`src/rtl/qupls_alu_steer_pkg.sv`:
```
// qupls_alu_steer_pkg: default sizing and shared types for ALU steering
package qupls_alu_steer_pkg;
  localparam int NALU_DEF = 2;
  localparam int NSLOT_DEF = 4;
  localparam int LATW_DEF = 6;
  typedef logic [$clog2(NALU_DEF)-1:0] alu_sel_t;
  typedef logic [LATW_DEF-1:0] alu_lat_t;
endpackage

```
`src/rtl/qupls_alu_steer_if.sv`:
```
// qupls_alu_steer_if: decode group in, steered group out, ALU occupancy
interface qupls_alu_steer_if
  import qupls_alu_steer_pkg::*;
#(
  parameter int NALU = NALU_DEF,
  parameter int NSLOT = NSLOT_DEF,
  parameter int LATW = LATW_DEF
);
  localparam int SELW = $clog2(NALU);
  logic [NSLOT-1:0] in_valid;
  logic [NSLOT-1:0] in_alu;
  logic [NSLOT-1:0] in_alu0;
  logic [NSLOT*LATW-1:0] in_lat;
  logic [NSLOT-1:0] in_take;
  logic [NSLOT-1:0] out_valid;
  logic [NSLOT*SELW-1:0] out_alu;
  logic out_ready;
  logic [NALU-1:0] alu_busy;
  modport master (
    output in_valid, in_alu, in_alu0, in_lat, out_ready,
    input in_take, out_valid, out_alu, alu_busy
  );
  modport slave (
    input in_valid, in_alu, in_alu0, in_lat, out_ready,
    output in_take, out_valid, out_alu, alu_busy
  );
endinterface

```
`src/rtl/qupls_alu_steer_busy_ctr.sv`:
```
// qupls_alu_busy_ctr: issue-port occupancy counter for one ALU
module qupls_alu_busy_ctr #(
  parameter int LATW = 6
) (
  input  logic clk,
  input  logic rst,
  input  logic ld_i,
  input  logic [LATW-1:0] lat_i,
  output logic busy_o
);
  logic [LATW-1:0] ctr_q, ctr_d;
  // a multi-cycle issue reloads the count; otherwise drain to zero
  always_comb ctr_d = (ld_i && lat_i > LATW'(1)) ? lat_i - LATW'(1) : (ctr_q != '0) ? ctr_q - LATW'(1) : ctr_q;
  // occupancy tracks the ALU itself, so it never waits on the handshake
  always_ff @(posedge clk or posedge rst)
    if (rst) ctr_q <= '0;
    else ctr_q <= ctr_d;
  assign busy_o = ctr_q != '0;
endmodule

```
`src/rtl/qupls_alu_steer.sv`:
```
// qupls_alu_steer: assigns the longest steerable prefix of a decode group to ALUs
module qupls_alu_steer
  import qupls_alu_steer_pkg::*;
#(
  parameter int NALU = NALU_DEF,
  parameter int NSLOT = NSLOT_DEF,
  parameter int LATW = LATW_DEF
) (
  input logic clk,
  input logic rst,
  qupls_alu_steer_if.slave s
);
  localparam int SELW = $clog2(NALU);
  logic free, stop, ok;
  logic [NSLOT-1:0] take, valid_q;
  logic [NSLOT*SELW-1:0] alu_d, alu_q;
  logic [SELW-1:0] rr_q, rr_d, pick, cand;
  logic [NALU-1:0] claim, ld, busy;
  logic [NALU*LATW-1:0] ld_lat;
  assign free = !(|valid_q) | s.out_ready;
  // walk slots in order; the first one that cannot get an ALU ends the prefix
  always_comb begin
    claim = busy;
    stop = !free;
    take = '0;
    alu_d = '0;
    ld = '0;
    ld_lat = '0;
    rr_d = rr_q;
    ok = 1'b0;
    pick = '0;
    cand = '0;
    for (int k = 0; k < NSLOT; k++) begin
      ok = !s.in_alu[k];
      pick = '0;
      if (s.in_alu[k] && s.in_alu0[k]) ok = !claim[0];
      else if (s.in_alu[k])
        for (int j = NALU - 1; j >= 0; j--) begin
          cand = (int'(rr_q) + j >= NALU) ? SELW'(int'(rr_q) + j - NALU) : SELW'(int'(rr_q) + j);
          if (!claim[cand]) begin
            ok = 1'b1;
            pick = cand;
          end
        end
      if (!stop && s.in_valid[k] && ok) begin
        take[k] = 1'b1;
        if (s.in_alu[k]) begin
          alu_d[k*SELW +: SELW] = pick;
          claim[pick] = 1'b1;
          ld[pick] = 1'b1;
          ld_lat[pick*LATW +: LATW] = s.in_lat[k*LATW +: LATW];
          if (!s.in_alu0[k]) rr_d = (int'(pick) == NALU - 1) ? '0 : pick + SELW'(1);
        end
      end else stop = 1'b1;
    end
  end
  // output stage loads whenever it is empty or being drained
  always_ff @(posedge clk or posedge rst)
    if (rst) begin
      valid_q <= '0;
      alu_q <= '0;
      rr_q <= '0;
    end else if (free) begin
      valid_q <= take;
      alu_q <= alu_d;
      rr_q <= rr_d;
    end
  for (genvar i = 0; i < NALU; i++) begin : g_ctr
    qupls_alu_busy_ctr #(.LATW(LATW)) u_ctr (
      .clk(clk),
      .rst(rst),
      .ld_i(ld[i]),
      .lat_i(ld_lat[i*LATW +: LATW]),
      .busy_o(busy[i])
    );
  end
  assign s.in_take = take;
  assign s.out_valid = valid_q;
  assign s.out_alu = alu_q;
  assign s.alu_busy = busy;
endmodule

```
`src/flat_wrapper.sv`:
```
// flat-port wrapper written by rule: the top's interface ports become plain ports
module qupls_alu_steer_flat import qupls_alu_steer_pkg::*;
#(
  parameter int NALU = NALU_DEF,
  parameter int NSLOT = NSLOT_DEF,
  parameter int LATW = LATW_DEF
)
  (clk, rst, s_in_valid, s_in_alu, s_in_alu0, s_in_lat, s_out_ready, s_in_take, s_out_valid, s_out_alu, s_alu_busy);
  qupls_alu_steer_if #(.NALU(NALU), .NSLOT(NSLOT), .LATW(LATW)) s_i ();
  input logic clk;
  input logic rst;
  input wire logic [$bits(s_i.in_valid)-1:0] s_in_valid;
  input wire logic [$bits(s_i.in_alu)-1:0] s_in_alu;
  input wire logic [$bits(s_i.in_alu0)-1:0] s_in_alu0;
  input wire logic [$bits(s_i.in_lat)-1:0] s_in_lat;
  input wire logic [$bits(s_i.out_ready)-1:0] s_out_ready;
  output wire logic [$bits(s_i.in_take)-1:0] s_in_take;
  output wire logic [$bits(s_i.out_valid)-1:0] s_out_valid;
  output wire logic [$bits(s_i.out_alu)-1:0] s_out_alu;
  output wire logic [$bits(s_i.alu_busy)-1:0] s_alu_busy;
  assign s_i.in_valid = s_in_valid;
  assign s_i.in_alu = s_in_alu;
  assign s_i.in_alu0 = s_in_alu0;
  assign s_i.in_lat = s_in_lat;
  assign s_i.out_ready = s_out_ready;
  assign s_in_take = s_i.in_take;
  assign s_out_valid = s_i.out_valid;
  assign s_out_alu = s_i.out_alu;
  assign s_alu_busy = s_i.alu_busy;
  qupls_alu_steer #(.NALU(NALU), .NSLOT(NSLOT), .LATW(LATW)) u_core (.clk(clk), .rst(rst), .s(s_i));
endmodule
```
`config.mk`:
```
export PLATFORM = sky130hd
export DESIGN_NAME = qupls_alu_steer_flat
export DESIGN_NICKNAME = d
export VERILOG_FILES = /design/src/rtl/qupls_alu_steer_pkg.sv /design/src/rtl/qupls_alu_steer_if.sv /design/src/rtl/qupls_alu_steer_busy_ctr.sv /design/src/rtl/qupls_alu_steer.sv /design/src/flat_wrapper.sv
export SDC_FILE = /design/constraint.sdc
export NUM_CORES = 1
export LEC_CHECK = 0
export BUFFER_PORTS_ARGS = -buffer_cell sky130_fd_sc_hd__buf_2
export CORE_MARGIN = 2
export CORE_UTILIZATION = 34
export DETAILED_ROUTE_END_ITERATION = 10
export HOLD_SLACK_MARGIN = 0.06
export PLACE_DENSITY = 0.62
export SYNTH_ARGS = -nofsm -noshare
export SYNTH_HDL_FRONTEND = slang
export SYNTH_SLANG_ARGS = --single-unit
```
`constraint.sdc`:
```
create_clock -name clk -period 6.2 [get_ports clk]
set_input_delay 0.31 -clock clk [delete_from_list [all_inputs] [get_ports clk]]
set_output_delay 0.31 -clock clk [all_outputs]
set_load 0.05 [all_outputs]
```
==> results of run 1 <==
per-layer routing:
layer,global-route usage,up-vias,routed length [µm]
li1,-,1237,-
met1,0.2865,1210,3450
met2,0.3278,107,3284
met3,0.02168,12,505
met4,0.04755,0,111
met5,0,-,0
per-stage QoR:
step | worst slack, ns | cell area [µm²] | power (mW) | std cells
6_report | 1.216 | 2770 | 0.5155 | 442
5_1_grt | 0.7330 | 2770 | 0.5501 | 442
4_1_cts | 1.211 | 2770 | 0.5137 | 442
3_5_place_dp | 1.231 | 2725 | 0.4164 | 438
3_3_place_gp | 1.354 | 2725 | 0.4174 | 438
2_1_floorplan | 1.755 | 2392 | 0.3517 | 300
state kept, by name, indices dropped and copies added, names as in the netlist:
name                      cells
u_core.g_ctr.u_ctr.ctr_q     12
u_core.rr_q                   1
u_core.s.out_alu              4
u_core.s.out_valid            4
layout make-up:
class	count	area, µm²
Multi-Input combinational cell	248	1738
Clock buffer	4	45.04
Tap cell	96	120.1
Timing Repair Buffer	52	260.3
Sequential cell	21	525.5
Inverter	21	81.33
Fill cell	706	4024
power by group through the flow:
stage	Combinational, mW	Clock (mW)	Sequential, mW
after floorplan	0.157	0	0.195
after global placement	0.224	0	0.193
after detailed placement	0.222	0	0.194
after CTS	0.224	0.0985	0.191
after global routing	0.249	0.106	0.195
final	0.226	0.0979	0.192
logic make-up (layout without fill, tap and decap cells):
logic type,count (synthesis),after routing,synth area share
compound gates,123,123,0.4032
xor+xnor,12,12,0.04394
fa+ha+maj,6,6,0.03138
buf+inv,31,77,0.05387
flops,21,21,0.2197
mux,5,5,0.02249
simple gates,102,102,0.2254
layout by cell type (no fill, tap or decap), types with 3 or more instances in the layout:
cell       n
nor2_1    28
a22o_1     7
o211ai_1   7
nor3b_1    3
and3_1     3
dfrtp_1   21
buf_2     52
xor2_1     3
o22ai_1    5
o221ai_1   4
a31oi_1    3
ha_1       6
inv_1     20
nand3_1   10
nand2_1   27
a22oi_1    7
o211a_1    5
nor3_1     7
or2_2      3
a21oi_1   20
clkbuf_8   3
and2_1     4
mux2_2     3
a211o_1    5
o21ai_0   18
xnor2_1    9
a21o_1    11
worst reg2reg max path: cells and delay by family, from the launching register on:
kind,cells,cell delay (ns)
compound gates,10,2.49
simple gates,5,1.39
fa+ha+maj,2,0.51
flops,1,0.41
buf+inv,1,0.07
worst max path at each step:
| stage | from | to | slack [ns] | cells after the start |
|---|---|---|---|---|
| 2_1_floorplan | u_core.g_ctr[0].u_ctr.ctr_q[0] | u_core.g_ctr[0].u_ctr.ctr_q[4] | 1.75 | 20 |
| 3_3_place_gp | u_core.g_ctr[1].u_ctr.ctr_q[0] | u_core.g_ctr[0].u_ctr.ctr_q[1] | 1.35 | 18 |
| 3_5_place_dp | u_core.g_ctr[1].u_ctr.ctr_q[0] | u_core.g_ctr[0].u_ctr.ctr_q[4] | 1.23 | 18 |
| 4_1_cts | u_core.g_ctr[1].u_ctr.ctr_q[0] | u_core.g_ctr[0].u_ctr.ctr_q[4] | 1.21 | 18 |
| 5_1_grt | u_core.g_ctr[1].u_ctr.ctr_q[0] | u_core.g_ctr[0].u_ctr.ctr_q[1] | 0.73 | 18 |
| 6_report | u_core.g_ctr[1].u_ctr.ctr_q[0] | u_core.g_ctr[0].u_ctr.ctr_q[4] | 1.22 | 18 |
==> key figures, run 1 <==
Cells and area
  • Net count of the finished layout: 392
  • Area Overhead vs Synth: 15.80%
  • Fraction of layout cells with a size suffix above 1: 0.2283
  • Post-route core utilization: 0.4077
  • Diode count: 0

Place
  • Buffers on Ports: 52
  • DPL Wire Length: 5968 µm
  • GPL Wtd Cong: 0.9399

Run
  • Max_cap viols: 0

Yosys
  • Mean area per synthesized cell: 7.974 µm²
  • Synthesis Warnings: 0
  • Async SR Flop Fraction: 1.000
  • Synth top area share: 0.2197
  • Netlist Area Pre-Place: 2392 µm²
  • Dominant synthesized flop cell: dfrtp_1
  • Register area share after synthesis: 0.2197
  • Post-synth top area cell: dfrtp_1
  • Most numerous cell in the Yosys netlist: nor2_1
  • Post-synth EDFFs: 0
  • Synth Instances: 300
  • Top cells by count, synth: nor2_1, nand2_1, dfrtp_1
  • Post-synthesis register bit count: 21
  • Netlist cell types: 69
  • Main area contributors after synthesis: dfrtp_1, nor2_1, nand2_1
  • Mapped Nets: 345

STA
  • Pins Over Slew Limit: 0
  • Slew @ Worst Pin: 0.9158 ns
  • Unrepaired setup endpoints after global routing: false
  • Tcrit/Tclk final: 0.8038
  • Slew HR: 0.3888
  • Final Hold Vio Count: 0
  • Hold_ws: 0.2237 ns
  • Final setup TNS: 0 ns
  • Min cycle time layout: 4.984 ns
  • Max Clk Rate: 0.2006 GHz
  • Clock skew after layout: 0.01408 ns
  • Final setup viols: 0

Worst setup path
  • Capturing element type of the critical path: flop
  • Flop2flop setup slack: 1.22 ns
  • Worst path bufs/invs: 1
  • CP max stage cell: nor3b_1
  • Crit path DAT: 5.11 ns
  • FF-to-FF End: u_core.g_ctr[0].u_ctr.ctr_q[4]
  • CP top delay family: compound AO/OA/AOI/OAI gates
  • Crit-path max cell delay: 0.48 ns
  • Origin of the critical flop-to-flop path: u_core.g_ctr[1].u_ctr.ctr_q[0]
  • Startpoint Class: flop
  • Worst-path cell chain: inv_1, ha_1, nor3b_1, and2_1, o31ai_4, o21ai_0, o2111a_1, a21boi_0, o22ai_1, and2_1, a221oi_1, ha_1, nor2_1, a211o_1, nor2_1, o21ai_1, o21ai_2, o221ai_1
  • Critical path type: flop to flop
  • Critical Path RT: 6.33 ns
  • Maximum fanout along the worst path: 9
  • Worst R2R Path Depth: 18

Clocking
  • Clk buf depth: 2
  • Post-cts resize count: 0
  • Clock latency on the worst-skew pair: 0.27 ns
  • Total CTS buffers: 3
  • Clock-pin slew on the worst setup and hold paths: 0.10 ns
  • # H-tree levels: 1
  • Clk root buf: clkbuf_8
  • Post-CTS setup buffer count: 0
  • CTS tree: done
  • Clk sinks: 21
  • CTS Hold Bufs: 0

Route
  • DR vias: 2566
  • Via density: 5.805
  • Drt first pass iters: 6
  • Post-route DRC: 0
  • Routed len/inst: 16.64 µm
  • Wirelength, routed: 7353 µm
  • Post-detailed-route count of antenna-violating nets: 0
  • Drt initial violations: 226

Hold path
  • Hold WC Path Type: primary input to async pin

Power and ir drop
  • Sw Ratio: 0.4330
  • Sequential share of power: 0.372
  • Leak: 1.329 nW
  • Cell internal pwr: 0.2923 mW
  • NetSw: 0.2232 mW
  • Pwr/cell area: 186.1 nW/µm²
  • Clk network pwr share: 0.190
  • Max IR drop VDD: 0.00007795 V
  • Gate power share: 0.438

Run status
  • Status: complete, no violations

Floorplan
  • Die H: 87.88 µm
  • Die area: 7723 µm²
  • Die width: 87.88 µm
  • Io pins: 53
  • Placement Rows: 30
  • Initial Util: 0.3521
  • CORE AREA: 6794 µm²

Global route
  • Largest net degree at the start of global routing: 22
  • Initial antenna violation count: 0
  • First-pass GRT wire length: 12280 µm
  • Remaining Overflow, GRT: 0
  • Total GRT Usage: 0.2015
  • Number of global-route vias before repair: 2383
Note: power is estimated with default switching activity, not from simulation.
==> run 2, diff against run 1 <==
--- a/config.mk
+++ b/config.mk
@@ -10,7 +10,7 @@
 export CORE_UTILIZATION = 34
 export DETAILED_ROUTE_END_ITERATION = 10
 export HOLD_SLACK_MARGIN = 0.06
-export PLACE_DENSITY = 0.62
+export PLACE_DENSITY = 0.64
 export SYNTH_ARGS = -nofsm -noshare
 export SYNTH_HDL_FRONTEND = slang
 export SYNTH_SLANG_ARGS = --single-unit
==> constraint.sdc (replaced) <==
create_clock -name clk -period 4.5 [get_ports clk]
set_input_delay 0.225 -clock clk [delete_from_list [all_inputs] [get_ports clk]]
set_output_delay 0.225 -clock clk [all_outputs]
set_load 0.05 [all_outputs]
==> run 2 against run 1 <==
Compared with the run above:
- first-iteration DRC count is 5.3% lower
- die area unchanged
- final area is 11% higher
- combinational power grew 58%
- clock-buffer cell count unchanged
- hold slack got worse by 0.069 ns
- critical endpoint is now u_core.g_ctr[1].u_ctr.ctr_q[4]
- largest cell class unchanged
==> key figures, run 2 (synthesis gave the netlist of run 1 again) <==
Global route
  • Total GRT Usage: 0.2064
  • First-pass GRT wire length: 12500 µm
  • Remaining Overflow, GRT: 0
  • Initial antenna violation count: 0
  • Number of global-route vias before repair: 2538
  • Largest net degree at the start of global routing: 22

Place
  • DPL Wire Length: 6157 µm
  • Buffers on Ports: 52
  • Dpl cells: 462
  • GPL Wtd Cong: 0.9943

Power and ir drop
  • Leak: 1.483 nW
  • Sequential share of power: 0.350
  • Sw Ratio: 0.4257
  • Gate power share: 0.471
  • Cell internal pwr: 0.4336 mW
  • Max IR drop VDD: 0.0001151 V
  • Clk network pwr share: 0.179
  • Pwr/cell area: 245.6 nW/µm²
  • NetSw: 0.3214 mW
  • Overall power: 0.7550 mW

Route
  • Routed len/inst: 16.79 µm
  • Wirelength, routed: 7890 µm
  • Post-route DRC: 0
  • Drt initial violations: 214
  • DR vias: 2749
  • Via density: 5.849
  • Drt first pass iters: 7
  • Post-detailed-route count of antenna-violating nets: 0

Cells and area
  • Largest register FFs: 12
  • Diode count: 0
  • Final non-filler cell total: 470
  • Net count of the finished layout: 420
  • Footprint of the multi-input gates: 1832 µm²
  • Most flop-heavy register: u_core.g_ctr.u_ctr.ctr_q
  • Number of fill cells: 668
  • Post-route core utilization: 0.4525
  • Fraction of layout cells with a size suffix above 1: 0.3316
  • Most frequent cells in the layout: buf_2, buf_4, nand2_1
  • Area Overhead vs Synth: 28.50%
  • Register area: 525.5 µm²
  • Commonest non-fill, non-tap cell in the layout: buf_2

STA
  • Final Hold Vio Count: 0
  • Pins Over Slew Limit: 0
  • Max Clk Rate: 0.2322 GHz
  • Hold_ws: 0.1544 ns
  • Min cycle time layout: 4.307 ns
  • Final setup viols: 0
  • Slew HR: 0.3700
  • Slew @ Worst Pin: 0.9440 ns
  • Final setup TNS: 0 ns
  • Clock skew after layout: 0.01104 ns
  • Tcrit/Tclk final: 0.9571

Hold path
  • Hold WC Path Type: primary input to async pin

Clocking
  • CTS Hold Bufs: 0
  • Clock latency on the worst-skew pair: 0.27 ns
  • Clock-pin slew on the worst setup and hold paths: 0.09 ns
  • # H-tree levels: 1
  • Total CTS buffers: 3
  • Clk sinks: 21
  • CTS tree: done
  • Clk buf depth: 2
  • Clk root buf: clkbuf_8

Floorplan
  • Die area: 7723 µm²
  • Placement Rows: 30
  • Io pins: 53
  • CORE AREA: 6794 µm²
  • Initial Util: 0.3521
  • Die width: 87.88 µm
  • Die H: 87.88 µm

Run
  • Max_cap viols: 0

Worst setup path
  • Critical Path RT: 4.64 ns
  • Critical path type: flop to flop
  • Capturing element type of the critical path: flop
  • Startpoint Class: flop
  • Maximum fanout along the worst path: 7
  • Crit path DAT: 4.44 ns

Run status
  • Status: complete, no violations
run 2: power groups by stage:
stage	Combinational (mW)	Sequential [mW]	Clock, mW
6_report	0.356	0.264	0.135
3_5_place_dp	0.321	0.265	0
5_1_grt	0.393	0.268	0.147
2_1_floorplan	0.216	0.268	0
3_3_place_gp	0.321	0.265	0
4_1_cts	0.324	0.261	0.137
run 2: layout make-up:
cell class                      count  share of cell area
Sequential cell                    21              0.1709
Inverter                           21             0.02646
Tap cell                           96             0.03907
Multi-Input combinational cell    248              0.5958
Clock buffer                        4             0.01465
Timing Repair Buffer               80              0.1530
run 2: routing by layer:
metal,GRT usage,wire length (µm)
met1,0.3009,3533
met2,0.3037,3417
met3,0.02168,594
met4,0.09650,345
met5,0,0
run 2: what timing repair did:
action                                  4_1_cts  5_1_grt
pin swaps                                     1       10
hold endpoints to repair                      0        0
buffers inserted                              0        4
resized for setup                             0       25
endpoints found under the setup margin        1       12
run 2: worst max-delay path, stage by stage (launching register included):
cell and delay [ns]:
dfrtp_1 0.41, inv_2 0.08, ha_4 0.15, or3b_4 0.42
nor3_4 0.23, inv_4 0.08, a311oi_4 0.40, buf_4 0.17
o2111a_1 0.19, buf_4 0.14, mux2_2 0.38, o31ai_1 0.40
inv_1 0.12, ha_1 0.25, o211a_1 0.16, mux2_2 0.28
a211oi_2 0.25, a211oi_2 0.07
run 2: worst paths after layout:
kind | start | to | slack [ns] | cells past startpoint
worst max-delay path | u_core.g_ctr[0].u_ctr.ctr_q[1] | u_core.g_ctr[1].u_ctr.ctr_q[4] | 0.19 | 17
worst max register to register | u_core.g_ctr[0].u_ctr.ctr_q[1] | u_core.g_ctr[1].u_ctr.ctr_q[4] | 0.19 | 17
min in group clk | s_in_lat[21] | u_core.g_ctr[0].u_ctr.ctr_q[3] | 0.30 | 3
max in group asynchronous | rst | u_core.g_ctr[1].u_ctr.ctr_q[4] | 3.76 | 2
worst min register to register | u_core.s.out_alu[2] | u_core.s.out_alu[2] | 0.48 | 2
worst min-delay path | rst | u_core.rr_q | 0.15 | 2
run 2: through the flow:
stage               worst slack (ns)  area (µm²)
finish                        0.1932        3074
global route                -0.02387        3074
CTS                          0.01867        2950
detailed placement           0.02528        2905
global placement              0.1334        2905
floorplan                    0.05453        2392
